File: config.mk
export PLATFORM = sky130hd
export DESIGN_NAME = prog_loader_flat
export DESIGN_NICKNAME = d
export VERILOG_FILES = /design/src/rtl/prog_loader_if.sv /design/src/rtl/prog_loader.sv /design/src/flat_wrapper.sv
export SDC_FILE = /design/constraint.sdc
export NUM_CORES = 1
export LEC_CHECK = 0
export CAP_MARGIN = 20
export CORE_MARGIN = 1
export CORE_UTILIZATION = 30
export CTS_BUF_LIST = sky130_fd_sc_hd__clkbuf_2
export CTS_CLUSTER_SIZE = 30
export DETAILED_ROUTE_END_ITERATION = 12
export PLACE_DENSITY = 0.52
export SYNTH_ARGS = -nofsm -noshare
export SYNTH_HDL_FRONTEND = slang
export SYNTH_SLANG_ARGS = --single-unit
File: constraint.sdc
create_clock -name clk -period 3.61 [get_ports clk]
set_input_delay 0.5415 -clock clk [delete_from_list [all_inputs] [get_ports clk]]
set_output_delay 0.5415 -clock clk [all_outputs]
set_load 0.02 [all_outputs]
File: src/rtl/prog_loader_if.sv
// Byte-stream valid/ready channel feeding the program loader.
// The host drives the master side; the loader is the slave.
interface prog_loader_if;
    logic       in_valid;
    logic [7:0] in_data;
    logic       in_ready;

    modport master (
        output in_valid,
        output in_data,
        input  in_ready
    );

    modport slave (
        input  in_valid,
        input  in_data,
        output in_ready
    );
endinterface

File: src/rtl/prog_loader.sv
// Framed byte-stream loader: writes im/dm bytes and holds the CPU in reset until GO.
// Frame: CMD, ADDR_HI, ADDR_LO, LEN, LEN payload bytes, CSUM (sum of payload mod 256).
module prog_loader #(
    parameter int unsigned ADDR_WIDTH = 8  // 1..16
) (
    input  logic                  clk,
    input  logic                  reset,
    prog_loader_if.slave          in_if,
    output logic                  im_we,
    output logic                  dm_we,
    output logic [ADDR_WIDTH-1:0] mem_addr,
    output logic [7:0]            mem_wdata,
    output logic                  cpu_hold,
    output logic                  busy,
    output logic                  err_cmd,
    output logic                  err_csum
);

    typedef enum logic [2:0] {
        StIdle, StAhi, StAlo, StLen, StData, StCsum, StRun
    } state_e;

    localparam logic [7:0] CmdIm = 8'hA5;
    localparam logic [7:0] CmdDm = 8'h5A;
    localparam logic [7:0] CmdGo = 8'hFF;

    state_e                state_q, state_d;
    logic                  tgt_dm_q, tgt_dm_d;
    logic [7:0]            addr_hi_q, addr_hi_d;
    logic [ADDR_WIDTH-1:0] addr_q, addr_d;
    logic [7:0]            cnt_q, cnt_d;
    logic [7:0]            sum_q, sum_d;
    logic                  im_we_q, im_we_d;
    logic                  dm_we_q, dm_we_d;
    logic [ADDR_WIDTH-1:0] mem_addr_q, mem_addr_d;
    logic [7:0]            mem_wdata_q, mem_wdata_d;
    logic                  cpu_hold_q, cpu_hold_d;
    logic                  busy_q, busy_d;
    logic                  err_cmd_q, err_cmd_d;
    logic                  err_csum_q, err_csum_d;

    logic        hs;
    logic [15:0] start_addr;
    logic        unused_start_addr;

    assign in_if.in_ready = (state_q != StRun);
    assign hs             = in_if.in_valid & in_if.in_ready;
    assign start_addr     = {addr_hi_q, in_if.in_data};
    // Address bits above ADDR_WIDTH are deliberately discarded.
    assign unused_start_addr = ^start_addr;

    always_comb begin
        state_d     = state_q;
        tgt_dm_d    = tgt_dm_q;
        addr_hi_d   = addr_hi_q;
        addr_d      = addr_q;
        cnt_d       = cnt_q;
        sum_d       = sum_q;
        im_we_d     = 1'b0;
        dm_we_d     = 1'b0;
        mem_addr_d  = mem_addr_q;
        mem_wdata_d = mem_wdata_q;
        err_cmd_d   = err_cmd_q;
        err_csum_d  = err_csum_q;

        if (hs) begin
            unique case (state_q)
                StIdle: begin
                    if (in_if.in_data == CmdIm || in_if.in_data == CmdDm) begin
                        tgt_dm_d = (in_if.in_data == CmdDm);
                        state_d  = StAhi;
                    end else if (in_if.in_data == CmdGo) begin
                        state_d = StRun;
                    end else begin
                        err_cmd_d = 1'b1;
                    end
                end
                StAhi: begin
                    addr_hi_d = in_if.in_data;
                    state_d   = StAlo;
                end
                StAlo: begin
                    addr_d  = start_addr[ADDR_WIDTH-1:0];
                    state_d = StLen;
                end
                StLen: begin
                    cnt_d   = in_if.in_data;
                    sum_d   = 8'h00;
                    state_d = (in_if.in_data != 8'h00) ? StData : StCsum;
                end
                StData: begin
                    im_we_d     = ~tgt_dm_q;
                    dm_we_d     = tgt_dm_q;
                    mem_addr_d  = addr_q;
                    mem_wdata_d = in_if.in_data;
                    addr_d      = addr_q + ADDR_WIDTH'(1);
                    sum_d       = sum_q + in_if.in_data;
                    cnt_d       = cnt_q - 8'd1;
                    if (cnt_q == 8'd1) begin
                        state_d = StCsum;
                    end
                end
                StCsum: begin
                    if (in_if.in_data != sum_q) begin
                        err_csum_d = 1'b1;
                    end
                    state_d = StIdle;
                end
                default: state_d = state_q;
            endcase
        end

        busy_d     = (state_d != StIdle) && (state_d != StRun);
        cpu_hold_d = cpu_hold_q & (state_d != StRun);
    end

    always_ff @(posedge clk or negedge reset) begin
        if (!reset) begin
            state_q     <= StIdle;
            tgt_dm_q    <= 1'b0;
            addr_hi_q   <= 8'h00;
            addr_q      <= '0;
            cnt_q       <= 8'h00;
            sum_q       <= 8'h00;
            im_we_q     <= 1'b0;
            dm_we_q     <= 1'b0;
            mem_addr_q  <= '0;
            mem_wdata_q <= 8'h00;
            cpu_hold_q  <= 1'b1;
            busy_q      <= 1'b0;
            err_cmd_q   <= 1'b0;
            err_csum_q  <= 1'b0;
        end else begin
            state_q     <= state_d;
            tgt_dm_q    <= tgt_dm_d;
            addr_hi_q   <= addr_hi_d;
            addr_q      <= addr_d;
            cnt_q       <= cnt_d;
            sum_q       <= sum_d;
            im_we_q     <= im_we_d;
            dm_we_q     <= dm_we_d;
            mem_addr_q  <= mem_addr_d;
            mem_wdata_q <= mem_wdata_d;
            cpu_hold_q  <= cpu_hold_d;
            busy_q      <= busy_d;
            err_cmd_q   <= err_cmd_d;
            err_csum_q  <= err_csum_d;
        end
    end

    assign im_we     = im_we_q;
    assign dm_we     = dm_we_q;
    assign mem_addr  = mem_addr_q;
    assign mem_wdata = mem_wdata_q;
    assign cpu_hold  = cpu_hold_q;
    assign busy      = busy_q;
    assign err_cmd   = err_cmd_q;
    assign err_csum  = err_csum_q;

endmodule

File: src/flat_wrapper.sv
// flat-port wrapper written by rule: the top's interface ports become plain ports
module prog_loader_flat 
#(
    parameter int unsigned ADDR_WIDTH = 8          
)
  (clk, reset, im_we, dm_we, mem_addr, mem_wdata, cpu_hold, busy, err_cmd, err_csum, in_if_in_valid, in_if_in_data, in_if_in_ready);
  prog_loader_if in_if_i ();
  input  logic clk;
  input  logic reset;
  output logic im_we;
  output logic dm_we;
  output logic [ADDR_WIDTH-1:0] mem_addr;
  output logic [7:0] mem_wdata;
  output logic cpu_hold;
  output logic busy;
  output logic err_cmd;
  output logic err_csum;
  input wire logic [$bits(in_if_i.in_valid)-1:0] in_if_in_valid;
  input wire logic [$bits(in_if_i.in_data)-1:0] in_if_in_data;
  output wire logic [$bits(in_if_i.in_ready)-1:0] in_if_in_ready;
  assign in_if_i.in_valid = in_if_in_valid;
  assign in_if_i.in_data = in_if_in_data;
  assign in_if_in_ready = in_if_i.in_ready;
  prog_loader #(.ADDR_WIDTH(ADDR_WIDTH)) u_core (.clk(clk), .reset(reset), .in_if(in_if_i), .im_we(im_we), .dm_we(dm_we), .mem_addr(mem_addr), .mem_wdata(mem_wdata), .cpu_hold(cpu_hold), .busy(busy), .err_cmd(err_cmd), .err_csum(err_csum));
endmodule
# Yosys cells after proc, flatten, opt, wreduce, memory -nomap -nowiden
# Cells that the tools add are included.
[classes]
addsub = 3
eq_ne = 12
n_mux = 13
bitwise = 5
reduce_logical = 13
[ops]
columns = ["op", "count"]
rows = [
  ["$pmux 8 s2", 3],
  ["$pmux 3 s6", 1],
  ["$eq 8x8->1 const B", 2],
  ["$mux 3", 4],
  ["$add 8x1->8 const B", 1],
  ["$add 8x8->8", 1],
  ["$eq 8x1->1 const B", 1],
  ["$eq 8x7->1 const B", 1],
  ["$ne 8x8->1", 1],
  ["$reduce_bool 8->1", 1],
  ["$sub 8x1->8 const B", 1],
  ["$eq 3x2->1 const B", 2],
  ["$eq 3x3->1 const B", 2],
  ["$ne 3x3->1 const B", 2],
  ["$reduce_and 2->1", 3],
  ["$reduce_and 3->1", 2],
  ["$mux 1", 5],
  ["$reduce_and 4->1", 1],
  ["$reduce_bool 2->1", 2],
  ["$eq 3x1->1 const B", 1],
  ["$logic_not 3->1", 1],
  ["$not 1->1", 3],
  ["$reduce_bool 3->1", 1],
  ["$and 1x1->1", 2],
  ["2 further kinds", 2],
]
[totals]
reg_bits = 50
input_bits = 11
output_inout_bits = 23
elab_cells = 59

# Logic depth before layout (Yosys ltp)
# Gate-level depths: netlist (run 1).
[logic_depth]
word_depth = 7
depth_mapped = 7
mapped_depth_nobuf = 7

# Worst setup path after synthesis (run 1)
# Ideal clock, no wire load.
[synth_timing]
path_kind = "input to register"
startpoint = "in in_if_in_data[1]"
endpoint = "reg u_core.sum_q[7]"
setup_time_ns = 0.126
arrival_time_ns = 1.812
required_time_ns = 3.484
path_slack_ns = 1.672
stages = 6
n_path_buf = 0
path_cell_list = "ha_1 a211oi_1 o211ai_1 a21boi_0 and4b_1 a221o_1"
[synth_between]
elab_chain_cells = 2
[synth_lines]
columns = ["element", "line", "source"]
rows = [
  ["from (decl)", "flat_wrapper.sv:19", "input wire logic [$bits(in_if_i.in_data)-1:0] in_if_in_data;"],
  ["$add 8x8->8", "prog_loader.sv:97", "sum_d = sum_q + in_if.in_data;"],
  ["$pmux 8 s2", "prog_loader.sv:67", "unique case (state_q)"],
  ["to (signal assigned)", "prog_loader.sv:139", "sum_q <= sum_d;"],
  ["to (decl)", "prog_loader.sv:32", "logic [7:0] sum_q, sum_d;"],
]
# Every way passes these cells.
# A chain may end at the register's enable or synchronous reset.

==> summary.md, run 1 <==
The transition time at the pin with the least slew margin was 0.749 ns; the core area was 8680 µm². In this run the critical register-to-register path is launched from u_core.state_q[0]. The worst setup path category is in -> out. The placer's final routability congestion estimate is 0.881, and the static leakage is 0.00139 µW. Endpoint type of the worst setup path: an output pin. The minimum setup slack among reg-to-reg paths was 1.41 ns. For the worst setup path, the data arrival time is 2.13 ns. The detailed router placed 2244 vias in this run. The top cell type by area accounts for 45.7% of the synthesized area. The total of flip-flops plus latches after synthesis was 50. Clock tree synthesis selected as its root buffer the cell clkbuf_2. The net count of the finished layout is 358.

X dimension of the die: 96.5 µm. For the starting density of the core, the log shows 30.9%. From synthesis to final layout, the design area changed by 18.1%.

The final critical-path share of the clock period is 73.9%. The number of global-route vias before repair came out at 2278. The most used standard cell by instance count after synthesis was nand2_1. After global routing the overflow that remains totals 0.

Counting cells, the worst reg-to-reg path comes to 6. The setup violation total in the final timing report is 0. Dividing the detail-routed via count by the number of cells gives 5.04. The DRC violation total after the first TritonRoute iteration came out at 75. Startpoint type of the worst setup path: a primary input. The clock buffer count from CTS was 5; the maximum level of the CTS H-tree was 2. Global routing used 15.9% of the available tracks. The run gives 0 as the max-slew violation count. The run gives 0 as the number of antenna violations at the first check in global routing. The distinct cell type count after synthesis is 47, and the remaining antenna violation count after routing is 0. Final wirelength: 6560 µm. Once detailed placement completed, the half-perimeter wirelength came to 4520 µm. After clock tree synthesis, the clock-pin slew on the worst setup and hold paths is 0.30 ns. Post-CTS repair changed the size of 0 cells. For this run, the leading register cell type out of synthesis is dfrtp_1. In the synthesized netlist the async set-or-reset flop fraction comes to 100%.

The share of post-route cells with drive strength above 1 was 6.53%. The clock net in this run drives a total of 50 sinks. Clock latency on the worst-skew pair, taken at its later pin, is 0.45 ns. TritonCTS built the clock tree. Counting flops with a built-in enable in the synthesized netlist gives 0. In this run the worst setup path begins at in_if_in_valid. The run gives 33 as the pin count of the biggest net entering global routing. The worst hold path belongs to the class in -> async.

Yosys attributes the largest share of cell area to dfrtp_1 46%, nand2_1 10%, ha_1 4.7%. The total of max-cap violations came out at 0. Buffers inserted to repair hold after CTS numbered 0. Setup repair after global routing left no endpoint under its margin.

By count the netlist is led by 75 x nand2_1, 49 x dfrtp_1, 22 x nor2_1, 22 x o21ai_0, 20 x a21oi_1. The first detailed-routing pass ran for 4 iterations. The clock skew after layout is 0.0284 ns. The maximum root-to-sink buffer count came out at 2.

The worst setup path endpoint was in_if_in_ready. Total power divided by cell area: 709 nW/µm². The worst path needs 2.67 ns of the cycle, external delays included.

Along the worst path, the maximum fanout reaches 11. For the worst slew slack as a fraction of its limit, the log shows 50.1%. The logs give 0 ns for the final sum of negative setup slack and 326 for the synthesized netlist net count.

The repair_antennas step left the layout with diodes totalling 0. The synthesized area per cell works out to 8.82 µm². The number of hold violations in the final report was 0. The flow ran to the end, and the final reports show no timing, DRC or antenna violations. The run gives 0 as the post-CTS setup buffer count. The die height was 96.5 µm; the portion of the post-synthesis area used by sequential elements was 46.7%.

The tools report the cell count after synthesis as 304. The standard-cell row count was 34. The data required time at the worst endpoint is 3.07 ns, and the routed length per instance is 14.7 µm. Yosys printed 0 warnings. The largest total area in the synthesized netlist belongs to dfrtp_1. The number of buffers added on ports works out to 33. The endpoint identified for the worst register-to-register timing path is u_core.sum_q[0]. The tightest hold path in the finished design has a slack of 0.0916 ns. The first global-routing pass estimated 11300 µm of wire.

The run gives 2680 µm² as the synthesized cell area. In this run the count of I/O pins placed on the die edge is 34. Maximum operating frequency: 0.375 GHz. The die covers 9320 µm².

After detailed routing, the number of remaining DRC violations is 0. The worst-case IR drop observed on VDD is 0.300 mV.
[routing by layer]
layer	routed length, µm	global-route usage, %
met2	2780	24.9
met3	349	3.13
met4	107	4.90
met5	0	0
met1	3320	22.1
[sequential cells by signal, summed over array words and instances, names as in the netlist, 3 cells and up]
register	count
u_core.addr_q	8
u_core.mem_wdata	8
u_core.mem_addr	8
u_core.state_q	3
u_core.cnt_q	8
u_core.sum_q	8
[placed cells by master (no fill, tap or decap), types with 3 or more instances in the layout]
| master | synthesis | routed |
|---|---|---|
| clkbuf_2 | 0 | 5 |
| nor2b_1 | 4 | 4 |
| nand2b_1 | 3 | 3 |
| a21oi_1 | 20 | 20 |
| nand2_1 | 75 | 75 |
| buf_4 | 2 | 7 |
| nand3_1 | 7 | 7 |
| a22oi_1 | 4 | 4 |
| xnor2_1 | 5 | 5 |
| xor2_1 | 3 | 3 |
| o21a_1 | 3 | 3 |
| ha_1 | 10 | 10 |
| o22a_1 | 3 | 3 |
| clkdlybuf4s50_1 | 0 | 32 |
| a22o_1 | 6 | 6 |
| nand4_1 | 4 | 4 |
| o21ai_0 | 22 | 22 |
| nor3_1 | 6 | 6 |
| a31oi_1 | 5 | 5 |
| inv_1 | 5 | 5 |
| nor2_1 | 22 | 22 |
| dfrtp_1 | 49 | 49 |
| o22ai_1 | 5 | 5 |
[area by class of cell]
type	count	area, µm²
Fill cell	917	5510
Multi-Input combinational cell	234	1330
Clock inverter	3	23.8
Sequential cell	50	1250
Clock buffer	5	25.0
Tap cell	108	135
Timing Repair Buffer	40	378
Inverter	5	18.8
[cell families (layout without fill, tap and decap cells)]
logic type | after synthesis | in the layout | share of synthesized area (%)
simple gates | 133 | 133 | 22.4
buf+inv | 20 | 53 | 3.59
xor+xnor | 8 | 8 | 2.61
flops | 50 | 50 | 46.7
compound gates | 82 | 82 | 19.3
fa+ha+maj | 11 | 11 | 5.41
[critical path: stages]
cell	delay (ns)
clkdlybuf4s50_1	0.70
a21oi_1	0.14
nand3_1	0.13
clkdlybuf4s50_1	0.61
[through the flow]
step                power (µW)  cell area (µm²)  instances  setup slack [ns]  util (%)
finish                    2240             3170        445             0.942      36.5
global route              2470             3170        445             0.787      36.5
CTS                       2270             3170        445             0.937      36.5
detailed placement        2010             3120        437             0.910      35.9
global placement          2000             3120        437             0.978      35.9
floorplan                 1680             2680        304              1.67         -
[worst min-delay path by stage]
| stage | start | endpoint | slack, ns | cells past startpoint |
|---|---|---|---|---|
| floorplan | reset | u_core.addr_q[0] | 0.25 | 0 |
| global placement | u_core.cpu_hold | u_core.cpu_hold | 0.44 | 2 |
| detailed placement | u_core.cpu_hold | u_core.cpu_hold | 0.44 | 2 |
| CTS | reset | u_core.mem_addr[4] | 0.1 | 1 |
| global route | reset | u_core.addr_q[6] | 0.11 | 1 |
| finish | reset | u_core.mem_addr[7] | 0.09 | 1 |
[report_power, final]
part	leakage (µW)	switching [µW]	internal [µW]
clock network	0.0000256	199	49.7
logic	0.000738	559	464
registers	0.000628	212	759
total	0.00139	970	1270
No activity file was read; power rests on OpenSTA's default activity.
==> inputs of run 2 (changes only) <==
--- a/config.mk
+++ b/config.mk
@@ -11,7 +11,7 @@
 export CTS_BUF_LIST = sky130_fd_sc_hd__clkbuf_2
 export CTS_CLUSTER_SIZE = 30
 export DETAILED_ROUTE_END_ITERATION = 12
-export PLACE_DENSITY = 0.52
+export PLACE_DENSITY = 0.54
 export SYNTH_ARGS = -nofsm -noshare
 export SYNTH_HDL_FRONTEND = slang
 export SYNTH_SLANG_ARGS = --single-unit
==> constraint.sdc (replaced) <==
create_clock -name clk -period 2.32 [get_ports clk]
set_input_delay 0.348 -clock clk [delete_from_list [all_inputs] [get_ports clk]]
set_output_delay 0.348 -clock clk [all_outputs]
set_load 0.02 [all_outputs]
==> run 2 against run 1 <==
Effect of this change: wire length grew 3.8%; critical path depth grew 4; sequential share of layout area shrank 2.2 points; count of clock-buffer cells in the layout grew 1; worst setup slack lost 0.67 ns; power grew 64%; die area is the same; core utilization grew 2.2 points; critical endpoint is now u_core.addr_q[0].
==> summary.md, run 2 (synthesized netlist as in run 1, its figures left out) <==
Number of hold violations in the final report: 0. After layout, the design draws a total of 3670 µW. At the pin with the least slew margin, the transition time is 0.613 ns. In the final routed layout, each cell accounts on average for 14.5 µm. Of all nets on the critical path, the largest fanout is 11. The run gives 0 as the number of antenna violations at the first check in global routing. The initial utilization of the core area, before any placement, comes to 30.9%. Switching component of the power: 1550 µW. In this run, flip-flops and latches consume 39.5% of the power. For the data required time at the worst endpoint, the log shows 2.69 ns. Most common library cell in the layout ignoring fill and taps: nand2_1. The critical path is of the reg -> reg type. Combinational logic is responsible for 50.0% of the overall power.

Across all register-to-register paths, the minimum setup slack is 0.27 ns. Entering global routing, the biggest net connects 27 pins. The clock skew after layout was 0.0248 ns; the minimum clock period was 2.05 ns. After global routing the overflow that remains totals 0.

The global router's overall resource usage is 16.2%, and the register area is 1260 µm². The run gives 10.5% as the clock group share of total power. The longest clock path from root to sink contains 2 buffers. The placement-stage cell area is 3270 µm², and the maximum level of the CTS H-tree is 2. The repair_antennas step left the layout with diodes totalling 0.

Cells with a size suffix above 1 make up 13.0% of the layout. The synthesis-to-layout area growth came out at 25.3%. The filler cells instantiated in the layout total 929. Endpoint of the worst-slack reg-to-reg timing path: u_core.addr_q[0].

TritonCTS built the clock tree. Net switching is 42.2% of the power. The net count of the finished layout is 382. The max-slew violation count is 0. Using the TritonRoute via totals, the vias-per-cell ratio works out to 4.97.

In this run the core area contains 34 standard-cell rows. The final non-filler cell total was 469. The final route contains 2333 vias.

The library cells used most frequently in the layout, excluding fill and tap cells, are 75 x nand2_1, 46 x dfrtp_1, 31 x clkdlybuf4s50_1. The worst setup path is launched from a register. The final wirelength is 6810 µm, and the core area is 8680 µm². The number of global-route vias before repair was 2219. The final critical path takes up 88.2% of the cycle. The run gives 59.2% as the worst slew slack as a fraction of its limit.

In the final layout, the multi-input gates occupy 1330 µm². The endpoint type of the worst setup path was a register. Internal power comes to 2120 µW. Routability-driven placement finished with a final weighted congestion of 0.878.

The tools report the remaining antenna violation count after routing as 0. Setup violations remaining at the end of the flow were counted as 0. The first detailed-routing pass took 4 iterations.

From bottom edge to top edge, the die measures 96.5 µm. The tools report the startpoint of the worst-slack reg-to-reg timing path as u_core.state_q[2]. The number of cell instances on the worst register-to-register path works out to 8. Summed over all cells, the static leakage comes to 0.00152 µW. The most critical setup path has its startpoint at u_core.state_q[2]. The cell total after placement is 456, and the largest voltage drop on the vdd net is 0.304 mV.

Power spread over the standard cell area amounts to 1090 nW/µm². The tightest min-delay check is of the in -> async type. Clock tree synthesis inserted a total of 5 buffers. The global-route wire length before repair is 11400 µm. The flow ran to the end, and the final reports show no timing, DRC or antenna violations. In the routed design, unresolved DRC markers number 0.

The clock net in this run drives a total of 50 sinks. The total of max-cap violations was 0; the final instance area was 3360 µm². For this block, the initial DRC count from the detailed router was 91.

Setup total negative slack on the finished layout was measured at 0 ns. The tree is rooted in a clkbuf_2. The die covers 9320 µm². Detailed placement ended at an HPWL of 4910 µm. The data arrival time of the critical path is 2.42 ns. Setup repair after global routing left no endpoint under its margin. The final core area utilization was 38.7%; the clock-pin slew on the worst setup and hold paths was 0.28 ns. Port buffering added 33 buffers. The x dimension of the die was 96.5 µm; the maximum operating frequency was 0.489 GHz. The clock latency reported for the late side of the worst-skew pair was 0.47 ns; the number of I/O pins was 34.
-- run 2: critical path, cell delays in order, from the launching register on --
cell and delay [ns]:
dfrtp_2 0.47, buf_4 0.14, buf_4 0.16, nor3b_2 0.17, o21ai_2 0.41, nor2_1 0.14, buf_4 0.21, a32oi_1 0.14
o21ai_0 0.10
-- run 2: what timing repair did --
item,CTS,global route
hold buffers,1,0
gates resized for setup,3,1
hold endpoints to repair,24,0
setup buffers,2,2
setup endpoints to repair,1,1
-- run 2: how the worst max path moves through the flow --
stage	slack, ns	end	depth (start not counted)
global placement	0.04	u_core.sum_q[7]	7
floorplan	0.53	u_core.sum_q[7]	6
finish	0.27	u_core.addr_q[0]	8
detailed placement	0.0008	u_core.sum_q[7]	7
global route	0.13	u_core.addr_q[0]	8
CTS	0.05	in_if_in_ready	3
-- run 2: per-layer routing --
metal / global-route usage (%) / share of wire [%] / vias up
met2: 23.9 / 43 / 58
met3: 3.68 / 5.4 / 2
met4: 3.68 / 0.51 / 0
met5: 0 / 0 / -
li1: - / - / 1170
met1: 24.0 / 51 / 1103
-- run 2: metrics by stage --
stage | worst slack (ns) | hold WS [ns]
4_1_cts | 0.0518 | 0.378
5_1_grt | 0.130 | 0.402
2_1_floorplan | 0.533 | 0.0524
3_5_place_dp | 0.000837 | 0.402
3_3_place_gp | 0.0357 | 0.390
6_report | 0.273 | 0.366
-- run 2: area by class of cell --
| class | count | area share (%) |
|---|---|---|
| multi-input cells | 234 | 39.7 |
| flip-flops and latches | 50 | 37.4 |
| clock inverters | 2 | 0.372 |
| well taps | 108 | 4.02 |
| inverters | 5 | 0.558 |
| clock buffers | 6 | 0.894 |
| repair buffers | 64 | 17.1 |
-- run 2: power by group through the flow --
stage               registers, µW  clock network (µW)  logic, µW
CTS                          1480                 405       1780
global placement             1510                   0       1700
finish                       1450                 385       1830
detailed placement           1520                   0       1720
global route                 1500                 440       2070
floorplan                    1540                   0       1080
==> inputs of run 3 (changes only) <==
--- a/config.mk
+++ b/config.mk
@@ -7,11 +7,11 @@
 export LEC_CHECK = 0
 export CAP_MARGIN = 20
 export CORE_MARGIN = 1
-export CORE_UTILIZATION = 30
+export CORE_UTILIZATION = 40
 export CTS_BUF_LIST = sky130_fd_sc_hd__clkbuf_2
 export CTS_CLUSTER_SIZE = 30
 export DETAILED_ROUTE_END_ITERATION = 12
-export PLACE_DENSITY = 0.54
+export PLACE_DENSITY_LB_ADDON = 0.2
 export SYNTH_ARGS = -nofsm -noshare
 export SYNTH_HDL_FRONTEND = slang
 export SYNTH_SLANG_ARGS = --single-unit
==> run 3 against run 2 <==
Effect of this change: the flow now finishes with violations (design-rule violations); worst hold slack better by 0.0079 ns; non-clock buffer count up 2; via count up 2.3%; register-to-register slack better by 0.09 ns; cell count down 6.4%; power up 2.2%; die area down 25%; core utilization up 13 points; count of clock-buffer cells in the layout down 1; critical path depth down 1; flip-flop and latch count unchanged; first-iteration DRC count up 31%; critical path type unchanged.
==> summary.md, run 3 (synthesized netlist as in run 1, its figures left out) <==
Power spread over the standard cell area amounts to 1120 nW/µm². The run gives 0.374 ns as the worst hold margin. Maximum fanout count along the critical path: 21. The first global-routing pass estimated 10800 µm of wire. The post-layout net count is 384, and the final worst setup slack is 0.363 ns. The worst hold path class is in -> async.

Net switching is 40.5% of the power. The tools report the number of antenna cells inserted as 0. Dividing the detail-routed wire length by the instance count gives 14.8 µm.

Setup repair after global routing left no endpoint under its margin. Summed over all nets, the switching power comes to 1520 µW. The clock group share of total power came out at 11.8%.

The flow ran to the end, but the final reports show violations. The family with the most delay on the worst path is buffers and inverters. The mean number of vias per cell was 5.44. Timing analysis after detailed placement gives a worst setup slack of -0.0401 ns. The placer's final routability congestion estimate came out at 0.892.

In this run the register-to-register setup slack is 0.36 ns. The count of nets left with antenna violations once routing finished came out at 0. Final wirelength: 6490 µm. The final instance area was 3340 µm²; the clock latency reported for the late side of the worst-skew pair was 0.42 ns. The internal power of the cells totals 2230 µW. For the max-slew violation count, the log shows 0.

The half-perimeter wire length after placement came out at 4660 µm. DRC violation total after the first TritonRoute iteration: 119. The share of post-route cells with drive strength above 1 was 13.3%.

Clock-pin slew was measured on the worst setup and hold paths at 0.25 ns. Pin placement for this block handled 34 I/O pins. The worst register-to-register path begins at u_core.state_q[1]. After global routing the overflow that remains totals 0. After floorplanning, the core was sized to cover 6420 µm². Count of clock tree sinks: 50.

Headroom to the max-slew limit came out at 70.3%. The share of total power dissipated in sequential elements is 39.5%. The data required time at the worst endpoint is 2.71 ns. The maximum operating frequency was 0.511 GHz; the clock skew after layout was 0.0287 ns. The run gives 29 as the standard-cell row count. The critical path in this run is classified as reg -> reg.

The cell sitting at the root of the clock tree is a clkbuf_2. In the layout the commonest cells are 75 x nand2_1, 46 x dfrtp_1, 32 x buf_4. The tools report the die outline area as 7040 µm². In this run the tool buffered the top-level ports with 33 buffer cells. The die height was 83.9 µm. The minimum clock period was 1.96 ns. At the pin with the least slew margin, the transition time is 0.442 ns.

The placement-stage cell area was 3180 µm²; the final critical-path share of the clock period was 84.4%. The clock tree synthesis step divided the H-tree into 2 levels. The pre-antenna-repair detailed-routing pass consisted of 9 iterations. The final non-filler cell total came out at 439. For this run, design rule violations remaining after detail routing come to 8.

In this run the number of cells on the critical path is 7. The static leakage came out at 0.00153 µW. TritonCTS built the clock tree. The number of buffers and inverters on the critical path is 3. In the global route stage, overall resource usage came out at 19.3%. The overall via count from detail_route was 2387; the data arrival time of the critical path was 2.34 ns.

The number of clock buffers added by TritonCTS is 5. The tools report the pin count of the biggest net entering global routing as 33. For the total of max-cap violations, the log shows 0.

The number of hold violations in the final report is 0, and the number of global-route vias before repair is 2250. The worst setup path is launched from a register. The synthesis-to-layout area growth works out to 24.6%. Among the stages of the critical path, the cell type that occurs most often is buf_4. The slowest stage of the critical path is the dfrtp_2 cell. Once placement completed, the tool counted placed cells totaling 420. The stage delay of the slowest cell on the critical path is 0.46 ns, and the setup violation total in the final timing report is 0. Across the VDD grid, the largest voltage drop is 0.391 mV. The library cell used most frequently in the layout, excluding fill and tap cells, is nand2_1. The checks that failed: design-rule violations. In this run the deepest clock path goes through 2 buffers. Walking the worst path, the cells encountered are buf_4 > buf_4 > nor3b_2 > buf_4 > nand4_1 > a31oi_1 > nand2b_1.

The run gives 48.7% as the combinational cell fraction of total power. For the number of antenna violations at the first check in global routing, the log shows 0. The endpoint type of the worst setup path was a register.

The number of cell instances on the worst register-to-register path came out at 7. Once the floorplan was initialized, standard cells occupied 41.7% of the core. The endpoint of the worst-slack reg-to-reg timing path was u_core.busy. The x dimension of the die is 83.9 µm.
## run 3: worst max-delay path by stage
stage,from,slack (ns),to
global placement,in_if_in_data[2],0.03,u_core.sum_q[7]
detailed placement,in_if_in_data[2],-0.04,u_core.sum_q[7]
floorplan,u_core.sum_q[1],0.53,u_core.sum_q[7]
finish,u_core.state_q[1],0.36,u_core.busy
CTS,u_core.state_q[2],0.02,in_if_in_ready
global route,u_core.sum_q[4],0.14,u_core.sum_q[7]
## run 3: worst register-to-register path: cells and delay by family (launching register included)
| kind | cells | cell delay, ns |
|---|---|---|
| and+or+nand+nor | 3 | 0.60 |
| DFF | 1 | 0.46 |
| AOI/OAI and AO/OA | 1 | 0.25 |
| buffers and inverters | 3 | 0.62 |
## run 3: area by class of cell
cell class              instances  area (µm²)
fillers                       617        3080
well taps                      77        96.3
repair buffers                 66         578
multi-input cells             234        1330
inverters                       5        18.8
clock inverters                 2        33.8
clock buffers                   5        25.0
flip-flops and latches         50        1260
## run 3: per-stage QoR
step / power (µW) / setup TNS, ns / utilization (%)
global placement: 3130 / 0 / 49.6
CTS: 3640 / 0 / 50.9
global route: 4050 / 0 / 52.0
finish: 3750 / 0 / 52.0
floorplan: 2610 / 0 / -
detailed placement: 3170 / -0.0401 / 49.6
## run 3: routing by layer
metal	share of wire, %	global-route usage, %	vias up
li1	-	-	1178
met1	48	27.0	1136
met3	5.3	3.46	8
met4	1.0	5.33	0
met2	46	30.9	65
met5	0	0	-
## run 3: timing repair
action / in CTS / in global routing
hold buffers: 1 / 0
resized for setup: 2 / 2
setup buffers: 2 / 9
hold endpoints to repair: 49 / 0
endpoints found under the setup margin: 1 / 1
## run 3: power groups by stage
stage | Combinational [µW] | Clock [µW] | Sequential, µW
floorplan | 1080 | 0 | 1540
global placement | 1600 | 0 | 1530
detailed placement | 1630 | 0 | 1540
CTS | 1690 | 458 | 1500
global route | 2030 | 492 | 1530
finish | 1820 | 441 | 1480
